### config.mk
export PLATFORM = sky130hd
export DESIGN_NAME = data_sampler
export DESIGN_NICKNAME = d
export VERILOG_FILES = /design/src/rtl/data_sampler.sv
export SDC_FILE = /design/constraint.sdc
export NUM_CORES = 1
export LEC_CHECK = 0
export CAP_MARGIN = 20
export CORE_MARGIN = 2
export CORE_UTILIZATION = 45
export DETAILED_ROUTE_END_ITERATION = 8
export GPL_TIMING_DRIVEN = 1
export PLACE_DENSITY = 0.8
export SLEW_MARGIN = 20
export SYNTH_ARGS = -nofsm -noshare
export SYNTH_HDL_FRONTEND = slang
export SYNTH_SLANG_ARGS = --single-unit
### constraint.sdc
create_clock -name slow_clk -period 1.2 [get_ports slow_clk]
set_clock_uncertainty 0.2 [all_clocks]
set_input_delay 0.24 -clock slow_clk [delete_from_list [all_inputs] [get_ports slow_clk]]
set_output_delay 0.24 -clock slow_clk [all_outputs]
set_load 0.02 [all_outputs]
### src/rtl/data_sampler.sv
// Lossy receive-side sampler for a fire-and-forget valid/data crossing from a faster domain; optional capture counter under DATA_SAMPLER_CNT_EN.
// Latency: valid_i seen high at edge N -> valid_o/data_o during the cycle after edge N+SYNC_STAGES-1.
// Backpressure: none; pulses narrower than a slow_clk period may be dropped silently.
module data_sampler #(
   parameter int DATA_W      = 64,
   parameter int SYNC_STAGES = 2,
   parameter int CNT_W       = 16
) (
   input  logic              slow_clk,
   input  logic              rst_n,
   input  logic [DATA_W-1:0] data_i,
   input  logic              valid_i,
   output logic [DATA_W-1:0] data_o,
   output logic              valid_o
`ifdef DATA_SAMPLER_CNT_EN
   ,
   output logic [CNT_W-1:0]  cnt_o
`endif
);

   // Reject illegal configurations at elaboration time.
   if (SYNC_STAGES < 2 || SYNC_STAGES > 4 || CNT_W < 1 || DATA_W < 1) begin : g_param_check
      $error("data_sampler: illegal parameter set");
   end

   // v_stg[0] is the capture flop; the rest are metastability stages.
   logic [SYNC_STAGES-1:0] v_stg;
   // d_stg[0] is the capture register; each shadow stage moves in lockstep
   // with its valid stage, so the word never changes while its valid is
   // in flight and never loads from an idle bus.
   logic [DATA_W-1:0]      d_stg [SYNC_STAGES];

   // Capture valid/data, then walk the valid through the chain with its data shadow.
   always_ff @(posedge slow_clk or negedge rst_n) begin
      if (!rst_n) begin
         v_stg <= '0;
         for (int i = 0; i < SYNC_STAGES; i++) begin
            d_stg[i] <= '0;
         end
      end else begin
         v_stg <= {v_stg[SYNC_STAGES-2:0], valid_i};
         if (valid_i) begin
            d_stg[0] <= data_i;
         end
         for (int i = 1; i < SYNC_STAGES; i++) begin
            if (v_stg[i-1]) begin
               d_stg[i] <= d_stg[i-1];
            end
         end
      end
   end

   // Outputs come straight from the last stage flops; no input reaches them combinationally.
   assign valid_o = v_stg[SYNC_STAGES-1];
   assign data_o  = d_stg[SYNC_STAGES-1];

`ifdef DATA_SAMPLER_CNT_EN
   // Saturating count of delivered samples; reflects a strobe one cycle later.
   always_ff @(posedge slow_clk or negedge rst_n) begin
      if (!rst_n) begin
         cnt_o <= '0;
      end else if (valid_o && (cnt_o != {CNT_W{1'b1}})) begin
         cnt_o <= cnt_o + 1'b1;
      end
   end
`endif

endmodule

==> results of run 1 <==
## final cells by class
class,instances,area share (%)
clock inverter,13,2.80
tap,172,2.60
sequential,130,39.3
multi-input combinational,128,22.9
timing repair buffer,229,27.0
clock buffer,19,5.35
## power by group through the flow
| stage | Combinational [mW] | Clock [mW] | Sequential [mW] |
|---|---|---|---|
| final | 3.16 | 5.86 | 5.33 |
| after CTS | 3.03 | 5.98 | 5.32 |
| after global placement | 2.68 | 0 | 5.30 |
| after floorplan | 1.93 | 0 | 5.22 |
| after detailed placement | 2.72 | 0 | 5.33 |
| after global routing | 3.32 | 6.20 | 5.39 |
## kinds of logic (layout without fill, tap and decap cells)
family | Yosys count | in the layout | synth area share (%)
multiplexers | 128 | 128 | 32.1
flip-flops | 130 | 130 | 55.2
buffers and inverters | 78 | 261 | 12.6
## state kept, by name, summed over array words and instances, names as in the netlist
signal / cells
v_stg: 2
data_o: 64
d_stg: 64
## metal layers
| metal | share of wire [%] | vias up | routed length [um] | GRT usage (%) |
|---|---|---|---|---|
| met4 | 0.91 | 0 | 106 | 6.70 |
| met1 | 44 | 1570 | 5110 | 21.7 |
| met2 | 51 | 80 | 5930 | 27.7 |
| li1 | - | 1427 | - | - |
| met3 | 4.5 | 10 | 531 | 4.97 |
| met5 | 0 | - | 0 | 0 |
## critical path: cells and delay by family (launching register included)
family	cells	cell delay [ps]
buffers and inverters	1	200
multiplexers	1	320
flip-flops	1	550
## synth_stat cells, drive strengths merged
master    n  area (sq um)
buf      78           743
dfrtp   130          3250
mux2    128          1890
## per-stage QoR
stage	utilization (%)	std cells	power [mW]
final	65.1	691	14.3
after global routing	65.1	691	14.9
after CTS	63.7	670	14.3
after detailed placement	56.0	609	8.05
after global placement	56.0	609	7.98
after floorplan	-	336	7.15
## what timing repair did
action / in CTS / in global routing
pin swaps: 0 / 0
hold endpoints to repair: 130 / 0
cloned: 0 / 1
hold buffers: 1 / 0
buffers inserted: 28 / 20
gates resized for setup: 392 / 0
setup endpoints to repair: 129 / 129
## final timing paths
check                           from         end  slack, ps  depth (start not counted)
max in group asynchronous      rst_n  data_o[16]        250                          3
min                          valid_i    v_stg[0]         40                          2
max                         v_stg[0]  data_o[48]       -210                          2
min reg2reg                d_stg[64]   d_stg[64]        300                          1
max reg2reg                 v_stg[0]  data_o[48]       -210                          2
min in group asynchronous      rst_n   d_stg[93]         60                          2
==> reports/results.tsv, run 1 <==
metric	value	unit
power.internal	11.0	mW
synth_area_per_cell	17.5	sq um
port_buffers	131	
netlist_area	5890	sq um
die_h	118	um
synth.net_count	403	
period_needed	1410	ps
area_growth	40.6	%
fill_cells	922	
antenna_found_initial	0	
pwr-share-comb	22.1	%
fp.dieW	118	um
core	12700	sq um
route.detailed.drc	0	
track_usage	17.1	%
dpl_cell_area	7120	sq um
dr.pass1.iters	4	
antenna_cells	0	
status	finished with violations	
cts_tree	built	
ys_seq_elements	130	
seq_area_frac_synth	55.2	%
overflow	0	
ys_types	6	
whs	37.4	ps
design_area	8280	sq um
path_cells	buf_12 -> mux2_4	
drt.antenna.violating_nets	0	
violations	setup timing	
switchingPower	3.39	mW
cts.sinks	130	
fp-row-count	41	
grt_pass1_wl	18.6	mm
clockBufferDepth	2	
ir_worst_vdd	1.13	mV
num-nets-final	573	
clk_latency	410	ps
drt_iter0_markers	133	
worstSetupStartpointType	flip-flop	
powerDensity	1730	nW/um^2
setup_viol	129	
ys.warnings.count	0	
final_common_cell	dfrtp_1	
slew_viol_final	0	
gp_congestion	0.705	
cts_buffers	17	
syn_inst	336	
dr_total_vias	3087	
worst_slew_pin_slew	263	ps
p_leak	4.03	nW
cts_root_buf	clkbuf_16	
rsz0062_at_grt	true	
htree_num_levels	4	
relSlewSlack	82.5	%
grt_max_degree	40	
max_freq	0.708	GHz
hpwl	7.18	mm
power.share.sequential	37.1	%
drt-total-wl	11.7	mm
ff_latch_area	3260	sq um
initial_utilization	46.3	%
grt_pass1_vias	3481	
critPathMaxStageDelay	550	ps
period_share	118	%
post_drt_via_cell_ratio	4.47	
sw_frac_of_total	23.6	%
die_area	14000	sq um
drv_cap	0	
drive_above_1_share	62.4	%
wl_per_cell	16.9	um
post-route-worst-setup-slack	-212	ps
cp_slowest_cell	dfrtp_4	
place_ws	-219	ps
multi_input_area	1900	sq um
hold_violations	0	
cp_max_fo	21	
criticalPathCategory	reg -> reg	
top_level_ports	132	
cp.arrival	1500	ps
cp-end-kind	flip-flop	
clk_pin_slew_worst_paths	60	ps
required	1290	ps
final_cell_mix	129 x dfrtp_1, 121 x mux2_4, 89 x buf_4	
setup_tns	-22780	ps
hold_path_class	in -> reg	
power_frac_clock	40.8	%
(Power assumes the default switching activity.)
==> inputs of run 2 (changes only) <==
SLEW_MARGIN = 30   (was 20)
==> results of run 2 <==
Final layout, timing and power as in run 1 (identical DEF).
==> inputs of run 3 (changes only) <==
CTS_BUF_LIST = sky130_fd_sc_hd__clkbuf_2   (was default)
==> run 3 against run 2 <==
  * The run still ends with setup timing left
  * Total power is 15% lower
  * Worst setup slack got worse by 320 ps
  * Routed wire length is 13% higher
  * Non-clock buffer count rose by 77
  * Clock-buffer cell count is 1 lower
  * Final cell count rose by 11%
  * Highest routed layer unchanged
==> reports/results.tsv, run 3 (synthesis results as in run 1) <==
metric	value	unit	change
worst-path-buf-inv	1		unchanged
cts_buffers	17		unchanged
critPathMaxStageDelay	460	ps	was 550 ps
slew_viol_final	0		unchanged
drt.antenna.violating_nets	0		unchanged
core	12700	sq um	unchanged
relSlewSlack	69.7	%	was 82.5%
antenna_found_initial	0		unchanged
power.internal	9.00	mW	was 11.0 mW
dr_total_vias	3411		was 3,087
ir_worst_vdd	0.892	mV	was 1.13 mV
num-nets-final	650		was 573
period_share	144	%	was 118%
fin_util	69.2	%	was 65.1%
hpwl	7.18	mm	unchanged
cts_tree	built		unchanged
final_cell_mix	129 x dfrtp_1, 120 x mux2_4, 91 x buf_4		was 129 x dfrtp_1, 121 x mux2_4, 89 x buf_4
worstSetupStartpointType	flip-flop		unchanged
die_area	14000	sq um	unchanged
grt_max_degree	40		unchanged
drt_iter0_markers	99		was 133
design_area	8800	sq um	was 8280 sq um
drt-total-wl	13.2	mm	was 11.7 mm
power	12.2	mW	was 14.3 mW
r2r_end	data_o[21]		was data_o[48]
die_h	118	um	unchanged
switchingPower	3.23	mW	was 3.39 mW
required	760	ps	was 1290 ps
p_leak	4.27	nW	was 4.03 nW
placed_cells	609		unchanged
sw_frac_of_total	26.4	%	was 23.6%
violations	setup timing		unchanged
powerDensity	1390	nW/um^2	was 1730 nW/um^2
fp-row-count	41		unchanged
power_frac_clock	28.2	%	was 40.8%
rsz0062_at_grt	true		unchanged
pwr-share-comb	28.3	%	was 22.1%
hold_violations	0		unchanged
path_cells	buf_6		was buf_12 -> mux2_4
path_delay_family	flip-flops		unchanged
criticalPathCategory	reg -> out		was reg -> reg
port_buffers	131		unchanged
regToRegSetupSlack	-290	ps	was -210 ps
worst_r2r_path_depth	3		was 2
dr.pass1.iters	4		unchanged
cp-end-kind	primary output		was flip-flop
worst_slew_pin_slew	454	ps	was 263 ps
drv_cap	0		unchanged
gp_congestion	0.705		unchanged
max_freq	0.577	GHz	was 0.708 GHz
setup_viol	129		unchanged
status	finished with violations		unchanged
place_ws	-219	ps	unchanged
htree_num_levels	4		unchanged
post_drt_via_cell_ratio	4.44		was 4.47
reg2reg_from	v_stg[0]		unchanged
fp.dieW	118	um	unchanged
cp_slowest_cell	dfrtp_1		was dfrtp_4
power.share.sequential	43.5	%	was 37.1%
post-route-worst-setup-slack	-532	ps	was -212 ps
clockBufferDepth	2		unchanged
layout.cells.non_filler	768		was 691
drive_above_1_share	56.2	%	was 62.4%
track_usage	20.0	%	was 17.1%
final_common_cell	dfrtp_1		unchanged
grt_pass1_vias	3949		was 3,481
route.detailed.drc	0		unchanged
overflow	0		unchanged
wl_per_cell	17.2	um	was 16.9 um
area_growth	49.5	%	was 40.6%
cts_root_buf	clkbuf_2		was clkbuf_16
top_level_ports	132		unchanged
initial_utilization	46.3	%	unchanged
cp_max_fo	2		was 21
clk_pin_slew_worst_paths	210	ps	was 60 ps
grt_pass1_wl	21.4	mm	was 18.6 mm
period_needed	1730	ps	was 1410 ps
antenna_cells	0		unchanged
cts.sinks	130		unchanged
hold_path_class	in -> async		was in -> reg
cp.arrival	1290	ps	was 1500 ps
dpl_cell_area	7120	sq um	unchanged
clk_latency	690	ps	was 410 ps
==> run 3: stage by stage <==
step                      TNS (ps)  hold slack [ps]
after floorplan              -5120             -256
after global placement      -26080            -78.1
after detailed placement    -26860            -78.0
after CTS                   -57080              177
after global routing        -57030              210
final                       -48030              287
==> run 3: per-layer routing <==
metal | up-vias | track usage [%] | wire (um)
li1 | 1585 | - | -
met1 | 1710 | 24.4 | 5600
met2 | 93 | 34.1 | 6860
met3 | 23 | 4.92 | 517
met4 | 0 | 7.89 | 267
met5 | - | 0 | 0
==> run 3: timing repair <==
| action | in CTS | in global routing |
|---|---|---|
| gates cloned | 6 | 1 |
| endpoints found under the hold margin | 195 | 0 |
| endpoints found under the setup margin | 129 | 137 |
| gates resized for setup | 408 | 4 |
| hold buffers | 67 | 0 |
| setup buffers | 36 | 22 |
==> run 3: power by group through the flow <==
stage          Clock, mW  Sequential, mW  Combinational [mW]
2_1_floorplan          0            5.22                1.93
3_3_place_gp           0            5.30                2.68
3_5_place_dp           0            5.33                2.72
4_1_cts             3.57            5.31                3.32
5_1_grt             3.78            5.38                3.64
6_report            3.45            5.32                3.46
==> run 3: layout make-up <==
cell class,count,area [sq um]
Fill cell,855,3920
Timing Repair Buffer,306,3120
Clock inverter,14,235
Clock buffer,18,90.1
Multi-Input combinational cell,128,1890
Sequential cell,130,3260
Tap cell,172,215
==> run 3: how the worst max path moves through the flow <==
| stage | startpoint | endpoint | slack (ps) | cells past startpoint |
|---|---|---|---|---|
| finish | data_o[28] | data_o[28] | -530 | 1 |
| global route | data_o[4] | data_o[4] | -670 | 1 |
| CTS | data_o[13] | data_o[13] | -630 | 1 |
| detailed placement | data_o[28] | data_o[28] | -220 | 1 |
| global placement | data_o[63] | data_o[63] | -210 | 1 |
| floorplan | v_stg[0] | data_o[10] | -90 | 3 |
